[src/rtl/smp_pkg.sv]
// Shared constants for the SMP control unit: opcodes, ALU select codes and
// sequencer state encoding.
package smp_pkg;

  localparam logic [3:0] OP_NOP  = 4'h0;
  localparam logic [3:0] OP_LDAC = 4'h1;
  localparam logic [3:0] OP_STAC = 4'h2;
  localparam logic [3:0] OP_ADD  = 4'h3;
  localparam logic [3:0] OP_SUB  = 4'h4;
  localparam logic [3:0] OP_AND  = 4'h5;
  localparam logic [3:0] OP_OR   = 4'h6;
  localparam logic [3:0] OP_XOR  = 4'h7;
  localparam logic [3:0] OP_NOT  = 4'h8;
  localparam logic [3:0] OP_INC  = 4'h9;
  localparam logic [3:0] OP_CLAC = 4'hA;
  localparam logic [3:0] OP_JUMP = 4'hB;
  localparam logic [3:0] OP_JMPZ = 4'hC;
  localparam logic [3:0] OP_ILLD = 4'hD;
  localparam logic [3:0] OP_ILLE = 4'hE;
  localparam logic [3:0] OP_HALT = 4'hF;

  // bit6=0: arithmetic unit keyed on [3:0]; bit6=1: logic unit keyed on [5:4]
  localparam logic [6:0] SEL_CLR  = 7'b000_0000;
  localparam logic [6:0] SEL_PASS = 7'b000_0100;
  localparam logic [6:0] SEL_ADD  = 7'b000_0101;
  localparam logic [6:0] SEL_INC  = 7'b000_1001;
  localparam logic [6:0] SEL_SUB  = 7'b000_1011;
  localparam logic [6:0] SEL_AND  = 7'b100_0000;
  localparam logic [6:0] SEL_XOR  = 7'b101_0000;
  localparam logic [6:0] SEL_OR   = 7'b110_0000;
  localparam logic [6:0] SEL_NOT  = 7'b111_0000;

  localparam logic [2:0] ST_FETCH  = 3'd0;
  localparam logic [2:0] ST_DECODE = 3'd1;
  localparam logic [2:0] ST_ADDR   = 3'd2;
  localparam logic [2:0] ST_EXEC   = 3'd3;
  localparam logic [2:0] ST_HALT   = 3'd4;

  // Opcodes that update the accumulator in DECODE without touching memory.
  function automatic logic is_implied(input logic [3:0] op);
    return (op == OP_NOT) || (op == OP_INC) || (op == OP_CLAC);
  endfunction

endpackage

[src/rtl/smp_decode.sv]
// Combinational opcode decoder: maps IR[7:4] to the ALU select and the
// instruction class flags used by the sequencer.
module smp_decode
  import smp_pkg::*;
(
  input  logic [3:0] opcode_i,
  output logic [6:0] alu_sel_o,
  output logic       needs_addr_o,
  output logic       is_store_o,
  output logic       is_jump_o,
  output logic       is_jmpz_o,
  output logic       is_halt_o,
  output logic       is_illegal_o
);

  always_comb begin
    // NOTE: every output gets a default before the case so no path leaves
    // one unassigned, which would otherwise infer a latch.
    alu_sel_o    = SEL_CLR;
    needs_addr_o = 1'b0;
    is_store_o   = 1'b0;
    is_jump_o    = 1'b0;
    is_jmpz_o    = 1'b0;
    is_halt_o    = 1'b0;
    is_illegal_o = 1'b0;
    case (opcode_i)
      OP_LDAC: begin needs_addr_o = 1'b1; alu_sel_o = SEL_PASS; end
      OP_STAC: begin needs_addr_o = 1'b1; is_store_o = 1'b1;    end
      OP_ADD:  begin needs_addr_o = 1'b1; alu_sel_o = SEL_ADD;  end
      OP_SUB:  begin needs_addr_o = 1'b1; alu_sel_o = SEL_SUB;  end
      OP_AND:  begin needs_addr_o = 1'b1; alu_sel_o = SEL_AND;  end
      OP_OR:   begin needs_addr_o = 1'b1; alu_sel_o = SEL_OR;   end
      OP_XOR:  begin needs_addr_o = 1'b1; alu_sel_o = SEL_XOR;  end
      OP_NOT:  alu_sel_o = SEL_NOT;
      OP_INC:  alu_sel_o = SEL_INC;
      OP_CLAC: alu_sel_o = SEL_CLR;
      OP_JUMP: begin needs_addr_o = 1'b1; is_jump_o = 1'b1; end
      OP_JMPZ: begin needs_addr_o = 1'b1; is_jmpz_o = 1'b1; end
      OP_ILLD, OP_ILLE: is_illegal_o = 1'b1;
      OP_HALT: is_halt_o = 1'b1;
      default: ;
    endcase
  end

endmodule

[src/rtl/smp_control_unit.sv]
// SMP fetch/decode/execute sequencer: owns PC, IR, AR and the zero flag.
// Define SMP_ILLEGAL_TRAP_EN to trap opcodes D/E into HALT with a sticky flag.
module smp_control_unit
  import smp_pkg::*;
#(
  parameter logic [7:0] RESET_PC = 8'h00
) (
  input  logic       clk,
  input  logic       reset,
  output logic [7:0] mem_addr,
  output logic       mem_rd,
  output logic       mem_wr,
  output logic [7:0] mem_wdata,
  input  logic [7:0] mem_rdata,
  input  logic       mem_ready,
  input  logic [7:0] ac,
  input  logic [7:0] alu_out,
  output logic [6:0] alu_sel,
  output logic       ac_ld,
  output logic       zero,
  output logic       halted,
  output logic       illegal,
  output logic [7:0] pc
);

  logic [2:0] state_q, state_d;
  logic [7:0] pc_q, pc_d;
  logic [3:0] ir_q, ir_d;   // only the opcode nibble of IR is ever consumed
  logic [7:0] ar_q, ar_d;
  logic       zero_q, zero_d;

  logic [7:0] addr_c;
  logic       rd_c, wr_c, ld_c;
  logic [6:0] sel_c;

  logic [6:0] dec_sel;
  logic       dec_needs_addr, dec_is_store, dec_is_jump, dec_is_jmpz;
  logic       dec_is_halt, dec_is_illegal;

`ifdef SMP_ILLEGAL_TRAP_EN
  logic illegal_q, illegal_d;
`endif

  smp_decode u_decode (
    .opcode_i     (ir_q),
    .alu_sel_o    (dec_sel),
    .needs_addr_o (dec_needs_addr),
    .is_store_o   (dec_is_store),
    .is_jump_o    (dec_is_jump),
    .is_jmpz_o    (dec_is_jmpz),
    .is_halt_o    (dec_is_halt),
    .is_illegal_o (dec_is_illegal)
  );

  always_comb begin
    state_d = state_q;
    pc_d    = pc_q;
    ir_d    = ir_q;
    ar_d    = ar_q;
    addr_c  = pc_q;
    rd_c    = 1'b0;
    wr_c    = 1'b0;
    ld_c    = 1'b0;
    sel_c   = SEL_CLR;
`ifdef SMP_ILLEGAL_TRAP_EN
    illegal_d = illegal_q;
`endif
    case (state_q)
      ST_FETCH: begin
        rd_c = 1'b1;
        if (mem_ready) begin
          ir_d    = mem_rdata[7:4];
          pc_d    = pc_q + 8'd1;
          state_d = ST_DECODE;
        end
      end
      ST_DECODE: begin
        if (is_implied(ir_q)) begin
          ld_c    = 1'b1;
          sel_c   = dec_sel;
          state_d = ST_FETCH;
        end else if (dec_is_halt) begin
          state_d = ST_HALT;
`ifdef SMP_ILLEGAL_TRAP_EN
        end else if (dec_is_illegal) begin
          illegal_d = 1'b1;
          state_d   = ST_HALT;
`else
        end else if (dec_is_illegal) begin
          state_d = ST_FETCH;
`endif
        end else if (dec_needs_addr) begin
          state_d = ST_ADDR;
        end else begin
          state_d = ST_FETCH;
        end
      end
      ST_ADDR: begin
        rd_c = 1'b1;
        if (mem_ready) begin
          if (dec_is_jump) begin
            pc_d = mem_rdata;
          end else if (dec_is_jmpz) begin
            pc_d = zero_q ? mem_rdata : pc_q + 8'd1;
          end else begin
            ar_d = mem_rdata;
            pc_d = pc_q + 8'd1;
          end
          state_d = (dec_is_jump || dec_is_jmpz) ? ST_FETCH : ST_EXEC;
        end
      end
      ST_EXEC: begin
        addr_c = ar_q;
        wr_c   = dec_is_store;
        rd_c   = !dec_is_store;
        if (mem_ready) begin
          ld_c    = !dec_is_store;
          sel_c   = dec_sel;
          state_d = ST_FETCH;
        end
      end
      ST_HALT: ;
      default: state_d = ST_FETCH;
    endcase
    zero_d = ld_c ? (alu_out == 8'h00) : zero_q;
  end

  always_ff @(posedge clk) begin
    // NOTE: sequential state uses non-blocking assignment so every register
    // samples its pre-edge inputs regardless of statement order.
    if (reset) begin
      state_q <= ST_FETCH;
      pc_q    <= RESET_PC;
      ir_q    <= '0;
      ar_q    <= '0;
      zero_q  <= 1'b0;
    end else begin
      state_q <= state_d;
      pc_q    <= pc_d;
      ir_q    <= ir_d;
      ar_q    <= ar_d;
      zero_q  <= zero_d;
    end
  end

`ifdef SMP_ILLEGAL_TRAP_EN
  always_ff @(posedge clk) begin
    if (reset) illegal_q <= 1'b0;
    else       illegal_q <= illegal_d;
  end
  assign illegal = illegal_q;
`else
  assign illegal = 1'b0;
`endif

  // Requests are squashed during reset so an abandoned transaction never leaks.
  assign mem_addr  = addr_c;
  assign mem_rd    = rd_c & ~reset;
  assign mem_wr    = wr_c & ~reset;
  assign ac_ld     = ld_c & ~reset;
  assign alu_sel   = ac_ld ? sel_c : SEL_CLR;
  assign mem_wdata = ac;
  assign zero      = zero_q;
  assign halted    = (state_q == ST_HALT);
  assign pc        = pc_q;

endmodule

[config.mk]
export PLATFORM = sky130hd
export DESIGN_NAME = smp_control_unit
export DESIGN_NICKNAME = d
export VERILOG_FILES = /design/src/rtl/smp_pkg.sv /design/src/rtl/smp_decode.sv /design/src/rtl/smp_control_unit.sv
export SDC_FILE = /design/constraint.sdc
export NUM_CORES = 1
export LEC_CHECK = 0
export CAP_MARGIN = 40
export CORE_AREA = 2 2 67 69
export DETAILED_ROUTE_END_ITERATION = 8
export DIE_AREA = 0 0 69 71
export PLACE_DENSITY = 0.77
export SLEW_MARGIN = 20
export SYNTH_ARGS = -nofsm -noshare
export SYNTH_HDL_FRONTEND = slang
export SYNTH_SLANG_ARGS = --single-unit
[constraint.sdc]
create_clock -name clk -period 3.82 [get_ports clk]
set_clock_uncertainty 0.1 [all_clocks]
set_input_delay 0.382 -clock clk [delete_from_list [all_inputs] [get_ports clk]]
set_output_delay 0.382 -clock clk [all_outputs]
set_load 0.1 [all_outputs]
==> results.py <==
metrics = {
    "setup_path": {
        "crit_fanout": 16,
        "reg2reg_from": "ir_q[2]",
        "ff2ff_path_depth": 4,
        "crit_start": "ir_q[1]",
        "arrival_ns": 2.36,
        "crit_path_end_kind": "output port",
        "endpoint": "alu_sel[3]",
        "r2r_end": "pc[3]",
        "path_class": "reg -> out",
        "r2r_slack_ns": 1.80,
        "crit_required_ns": 3.34,
        "crit_path_start_kind": "register",
    },
    "synth": {
        "ys_seq_area_frac": 0.295,
        "synth.most_common_cell": "nand2_1",
        "synth-xor-area-share": 0,
        "synth_commonest_cells": "25 x nand2_1, 24 x dfxtp_1, 19 x a21oi_1, 19 x o21ai_0, 17 x nand3_1",
        "synthFlopType": "dfxtp_1",
        "synth_top_area_frac": 0.295,
        "synth_edf_count": 0,
        "synthMuxAreaShare": 0.0615,
        "synth_top_family_by_area": "simple AND/OR/NAND/NOR gates",
        "synthAdderAreaFrac": 0.00769,
        "synthTopCellsByArea": "dfxtp_1 30%, a21oi_1 5.8%, o21ai_0 5.8%",
        "synthesis.area_um2": 1630,
        "synth_async_sr_flop_share": 0,
        "synth-compound-area-share": 0.238,
        "synth.avg_cell_area_um2": 7.37,
        "synth_nets": 249,
        "ys_ff_latch": 24,
        "synth-simple-area-share": 0.310,
        "yosysTopAreaCell": "dfxtp_1",
        "yosys_warnings": 0,
        "syn-instance-count": 221,
        "ys_types": 44,
    },
    "routing": {
        "dr.pass1.iters": 4,
        "drc": 0,
        "drt_iter0_drc": 110,
        "drtAntennaViolNets": 0,
        "vias": 1729,
        "wl_per_cell_um": 13.8,
        "vias_per_cell": 5.58,
        "wl_mm": 4.28,
    },
    "placed_design": {
        "dp_worst_setup_slack_ns": 1.27,
        "hpwl_mm": 3.01,
        "place_area_um2": 2160,
        "io_buffers": 46,
        "placed_cells": 306,
        "gp_congestion": 0.818,
    },
    "sta": {
        "fin_crit_sh": 0.745,
        "finalMaxSlewViolations": 0,
        "setup_violations": 0,
        "fin_setup_tns_ns": 0,
        "fin_ws_ns": 0.976,
        "max_slew.worst_pin.slew_ns": 0.758,
        "timing.hold.ws_ns": 0.381,
        "finalHoldViolCount": 0,
        "finalCriticalPeriod_ns": 2.84,
        "rsz0062_at_grt": "false",
        "relSlewSlack": 0.494,
        "max_freq_mhz": 352,
    },
    "power": {
        "p_int_uw": 403,
        "p_sw_uw": 189,
        "comb_power_share": 0.240,
        "sw_frac_of_total": 0.320,
        "p_per_area_nw_per_um2": 268,
        "seqPwrFrac": 0.467,
        "ir_drop_mv": 0.145,
        "p_clk_frac": 0.294,
        "power_uw": 592,
        "p_leak_nw": 0.788,
    },
    "floorplan": {
        "core-area_um2": 4200,
        "initial_core_util": 0.387,
        "io_pins": 64,
        "die_y_um": 71,
        "rows": 24,
        "fp.dieW_um": 69,
        "die_area_um2": 4900,
    },
    "global_routing": {
        "grt_max_degree": 20,
        "grt_antenna_before_repair": 0,
        "grt_pass1_vias": 1539,
        "grt-ovfl-total": 0,
        "grt_usage": 0.169,
        "grt_pass1_wl_mm": 6.97,
    },
    "cts": {
        "cts_sinks": 24,
        "cts_hold_buf": 0,
        "cts-root-buf": "clkbuf_8",
        "h-tree-depth": 1,
        "clk_latency_ns": 0.27,
        "cts_resized": 0,
        "postCtsSetupRepairBufs": 0,
        "cts_tree": "done",
        "clk_pin_slew_ns": 0.09,
        "clockBufferDepth": 2,
        "numCtsBuffers": 3,
    },
    "finish": {
        "multi_input_area_um2": 1020,
        "n_antenna_cell": 0,
        "drive_gt1_frac": 0.178,
        "utilization": 0.526,
        "seq_area_um2": 480,
        "nets": 287,
        "finalNonFillerCells": 310,
        "num-fill-cells": 397,
        "areaGrowthSynthToFinish_pct": 35.8,
        "fin_area_um2": 2210,
    },
    "run": {
        "maxCapViolations": 0,
    },
    "run_status": {
        "status": "complete, no violations",
    },
    "min_path": {
        "hold_class": "reg -> reg",
    },
}
[worst min path at each step]
stage,from,cells after the start,to
2_1_floorplan,ar_q[0],2,ar_q[0]
6_report,ar_q[3],2,ar_q[3]
3_3_place_gp,ar_q[5],2,ar_q[5]
5_1_grt,ar_q[2],2,ar_q[2]
4_1_cts,ar_q[0],2,ar_q[0]
3_5_place_dp,ar_q[0],2,ar_q[0]
[metal layers]
layer	track usage	part of all wire	vias to the layer above
met5	0	0	-
met4	0.0501	0.011	0
met3	0.0413	0.074	7
met2	0.269	0.49	53
met1	0.228	0.43	800
li1	-	-	869
[final cells by class]
cell class,count,area share
multi-input combinational,169,0.461
inverter,3,0.00509
timing repair buffer,58,0.263
clock buffer,4,0.0249
sequential,24,0.217
tap,52,0.0294
[placed cells by master (no fill, tap or decap), types with 3 or more instances in the layout]
master,instances
clkdlybuf4s50_1,28
nand2_1,25
dfxtp_1,24
buf_4,20
a21oi_1,19
o21ai_0,19
nand3_1,17
nor2_1,11
buf_8,10
mux2_2,8
a31oi_1,8
nor3_1,6
nor3b_1,5
nor2b_1,5
nand2b_1,4
or4_1,4
clkbuf_8,4
inv_1,3
a211oi_1,3
o21a_1,3
a2bb2oi_1,3
[state kept, by name, indices dropped and copies added, names as in the netlist]
name	count
ir_q	4
state_q	3
zero	1
pc	8
ar_q	8
[worst max-delay path, stage by stage, from the launching register on]
cell	delay, ns
dfxtp_1	0.62
or4b_2	0.67
a32o_1	0.28
nand2_1	0.19
nor3_1	0.08
buf_4	0.25
[kinds of logic after synthesis]
kind of cell,Yosys count
other,1
adders and majority gates,1
buffers and inverters,28
muxes,9
AOI/OAI and AO/OA,64
DFF,24
and+or+nand+nor,94
[power groups by stage]
| stage | Clock, mW | Combinational, mW | Sequential, mW |
|---|---|---|---|
| floorplan | 0 | 0.125 | 0.288 |
| CTS | 0.176 | 0.142 | 0.276 |
| global placement | 0 | 0.133 | 0.282 |
| finish | 0.174 | 0.142 | 0.276 |
| detailed placement | 0 | 0.141 | 0.282 |
| global route | 0.185 | 0.151 | 0.279 |
Note: power is estimated with default switching activity, not from simulation.
==> patch: new RTL, same settings <==
Take the reset off `ir_q` and `ar_q` and load them in a clocked block of their own.
--- a/src/rtl/smp_control_unit.sv
+++ b/src/rtl/smp_control_unit.sv
@@ -131,16 +131,17 @@
     if (reset) begin
       state_q <= ST_FETCH;
       pc_q    <= RESET_PC;
-      ir_q    <= '0;
-      ar_q    <= '0;
       zero_q  <= 1'b0;
     end else begin
       state_q <= state_d;
       pc_q    <= pc_d;
-      ir_q    <= ir_d;
-      ar_q    <= ar_d;
       zero_q  <= zero_d;
     end
+  end
+
+  always_ff @(posedge clk) begin
+    ir_q <= ir_d;
+    ar_q <= ar_d;
   end
 
 `ifdef SMP_ILLEGAL_TRAP_EN
Check against the original RTL: no difference found for any inputs over 10 cycles, from zero or initial values and one cycle with reset high; that may be too few to reach the edited logic, so the function may still have changed.
==> patch against the original RTL <==
Routed wire length down 6.5%; critical path depth did not move; setup slack got worse by 0.048 ns; non-clock buffer count decreased by 2; fmax down 1.7%; synthesized area is 0.31% higher; sequential cell count unchanged; register-to-register slack worse by 0.13 ns; final area down 0.79%; global-route usage is 0.90 points lower; power increased by 0.46%; sequential power grew 8.0%.
==> patch: results (changes against the original RTL) <==
\begin{tabular}{lr}
\hline
Metric & Value \\
\hline
\multicolumn{2}{l}{\textbf{GRT}} \\
Pin count of the biggest net entering global routing & 17 (-15\%) \\
Via count of the first global-routing pass & 1,312 (-15\%) \\
Total GRT Usage & 16.02\% (-0.90 points) \\
Wire length of the first global-routing pass & 6506 um (-6.6\%) \\
\multicolumn{2}{l}{\textbf{Logic synthesis}} \\
Ranking of synthesized cells by area & sky130\_fd\_sc\_hd\_\_edfxtp\_1 (22\%), sky130\_fd\_sc\_hd\_\_dfxtp\_1 (15\%), sky130\_fd\_sc\_hd\_\_mux2\_2 (5.5\%), sky130\_fd\_sc\_hd\_\_buf\_4 (5.1\%), sky130\_fd\_sc\_hd\_\_mux2i\_1 (4.3\%) \\
Gate Count Post-Synth & 172 (-22\%) \\
Synth cell count leaders & sky130\_fd\_sc\_hd\_\_dfxtp\_1 (12), sky130\_fd\_sc\_hd\_\_edfxtp\_1 (12), sky130\_fd\_sc\_hd\_\_nor2\_1 (12), sky130\_fd\_sc\_hd\_\_buf\_4 (11) \\
Fraction of synthesized area in multiplexers & 9.808\% (+3.7 points) \\
Number of synthesized flops with an enable pin & 12 (+12) \\
Portion of the post-synthesis area used by sequential elements & 36.78\% (+7.3 points) \\
Nets in the synthesized netlist & 200 (-20\%) \\
\multicolumn{2}{l}{\textbf{Layout}} \\
Ratio of cells with drive above 1 in the final layout & 24.77\% (+6.9 points) \\
\# fillers & 385 (-3.0\%) \\
Final Net Count & 243 (-15\%) \\
\multicolumn{2}{l}{\textbf{Placement}} \\
Pre-CTS setup slack & 0.9354 ns (-0.3311 ns) \\
Placed wire-length estimate & 2945 um (-2.1\%) \\
\multicolumn{2}{l}{\textbf{Worst hold path}} \\
Hold endpoint & zero\$\_SDFFE\_PP0N\_ \\
Min-delay src & zero\$\_SDFFE\_PP0N\_ \\
\multicolumn{2}{l}{\textbf{Worst setup path}} \\
Terminus of the critical flop-to-flop path & ar\_q[6]\$\_DFFE\_PP\_ \\
Slowest Stage Delay on Critical Path & 0.59 ns (-0.08 ns) \\
Reg-to-reg critical path startpoint & ir\_q[0]\$\_DFFE\_PP\_ \\
Critical-path maximum fanout & 13 (-3) \\
Worst reg2reg setup slack & 1.67 ns (-0.13 ns) \\
\multicolumn{2}{l}{\textbf{Power and ir drop}} \\
Maximum vdd ir drop & 0.0001921 V (+32\%) \\
Cell leakage power & 0.8212 nW (+4.2\%) \\
\multicolumn{2}{l}{\textbf{Status}} \\
Run status & completed \\
\multicolumn{2}{l}{\textbf{Detailed routing}} \\
Wirelength per Cell & 15.03 um (+8.9\%) \\
Starting DRT DRC Count & 94 (-15\%) \\
\hline
\end{tabular}
patch: cell types whose count changed after synthesis, sizes merged, moves of 6 or more:
cell	delta
o21ai	-14
mux2i	+6
a21oi	-10
o32ai	+6
clkbuf	-11
nand3	-14
inv	+7
nand2	-14
a31oi	-6
edfxtp	+12
dfxtp	-12
patch: logic make-up after synthesis:
| family | Yosys count |
|---|---|
| flops | 24 |
| other cells | 1 |
| compound gates | 36 |
| fa+ha+maj | 1 |
| buf+inv | 28 |
| xor+xnor | 1 |
| simple gates | 66 |
| mux | 15 |
patch: cell type report:
type / instances / area share, %
Clock buffer: 3 / 1.882
Clock inverter: 1 / 0.1711
Inverter: 10 / 1.711
Multi-Input combinational cell: 120 / 40.10
Sequential cell: 24 / 27.38
Tap cell: 52 / 2.966
Timing Repair Buffer: 56 / 25.78
patch: power by group:
| group | switching [mW] | total [mW] | internal, mW |
|---|---|---|---|
| clock network | 0.0799 | 0.152 | 0.0719 |
| logic | 0.0910 | 0.145 | 0.0536 |
| registers | 0.0192 | 0.298 | 0.279 |
| total | 0.190 | 0.595 | 0.405 |
patch: worst max path at each step:
stage | startpoint | endpoint | slack (ns) | cells after the start
4_1_cts | mem_ready | alu_sel[2] | 0.95 | 6
3_3_place_gp | mem_ready | alu_sel[1] | 1.00 | 6
2_1_floorplan | ir_q[0]$_DFFE_PP_ | mem_wr | 0.13 | 3
5_1_grt | state_q[0]$_SDFFE_PP0P_ | alu_sel[5] | 0.78 | 5
3_5_place_dp | mem_ready | alu_sel[2] | 0.94 | 6
6_report | state_q[0]$_SDFFE_PP0P_ | alu_sel[2] | 0.93 | 5
patch: routing by layer:
metal	share of wire [%]	vias up	GRT usage [%]
li1	-	715	-
met5	0	-	0
met1	45	666	22.40
met4	0.35	0	2.614
met2	48	65	26.60
met3	6.0	3	2.707
patch: worst register-to-register path, cell delays in order (launching register included):
cell and delay (ns):
sky130_fd_sc_hd__edfxtp_1 0.58, sky130_fd_sc_hd__and3b_1 0.31, sky130_fd_sc_hd__o21ai_0 0.31, sky130_fd_sc_hd__and3_1 0.50
patch: stage by stage:
step                      hold WS [ns]  total power, mW  util (%)  area [sq um]  std cells
after floorplan                 0.3809           0.4378         -          1638        172
after global placement          0.3528           0.4388     47.53          1998        252
after detailed placement        0.3644           0.4487     51.10          2148        262
after CTS                       0.3753           0.5955     52.17          2193        266
after global routing            0.4075           0.6157     52.17          2193        266
final                           0.3681           0.5948     52.17          2193        266
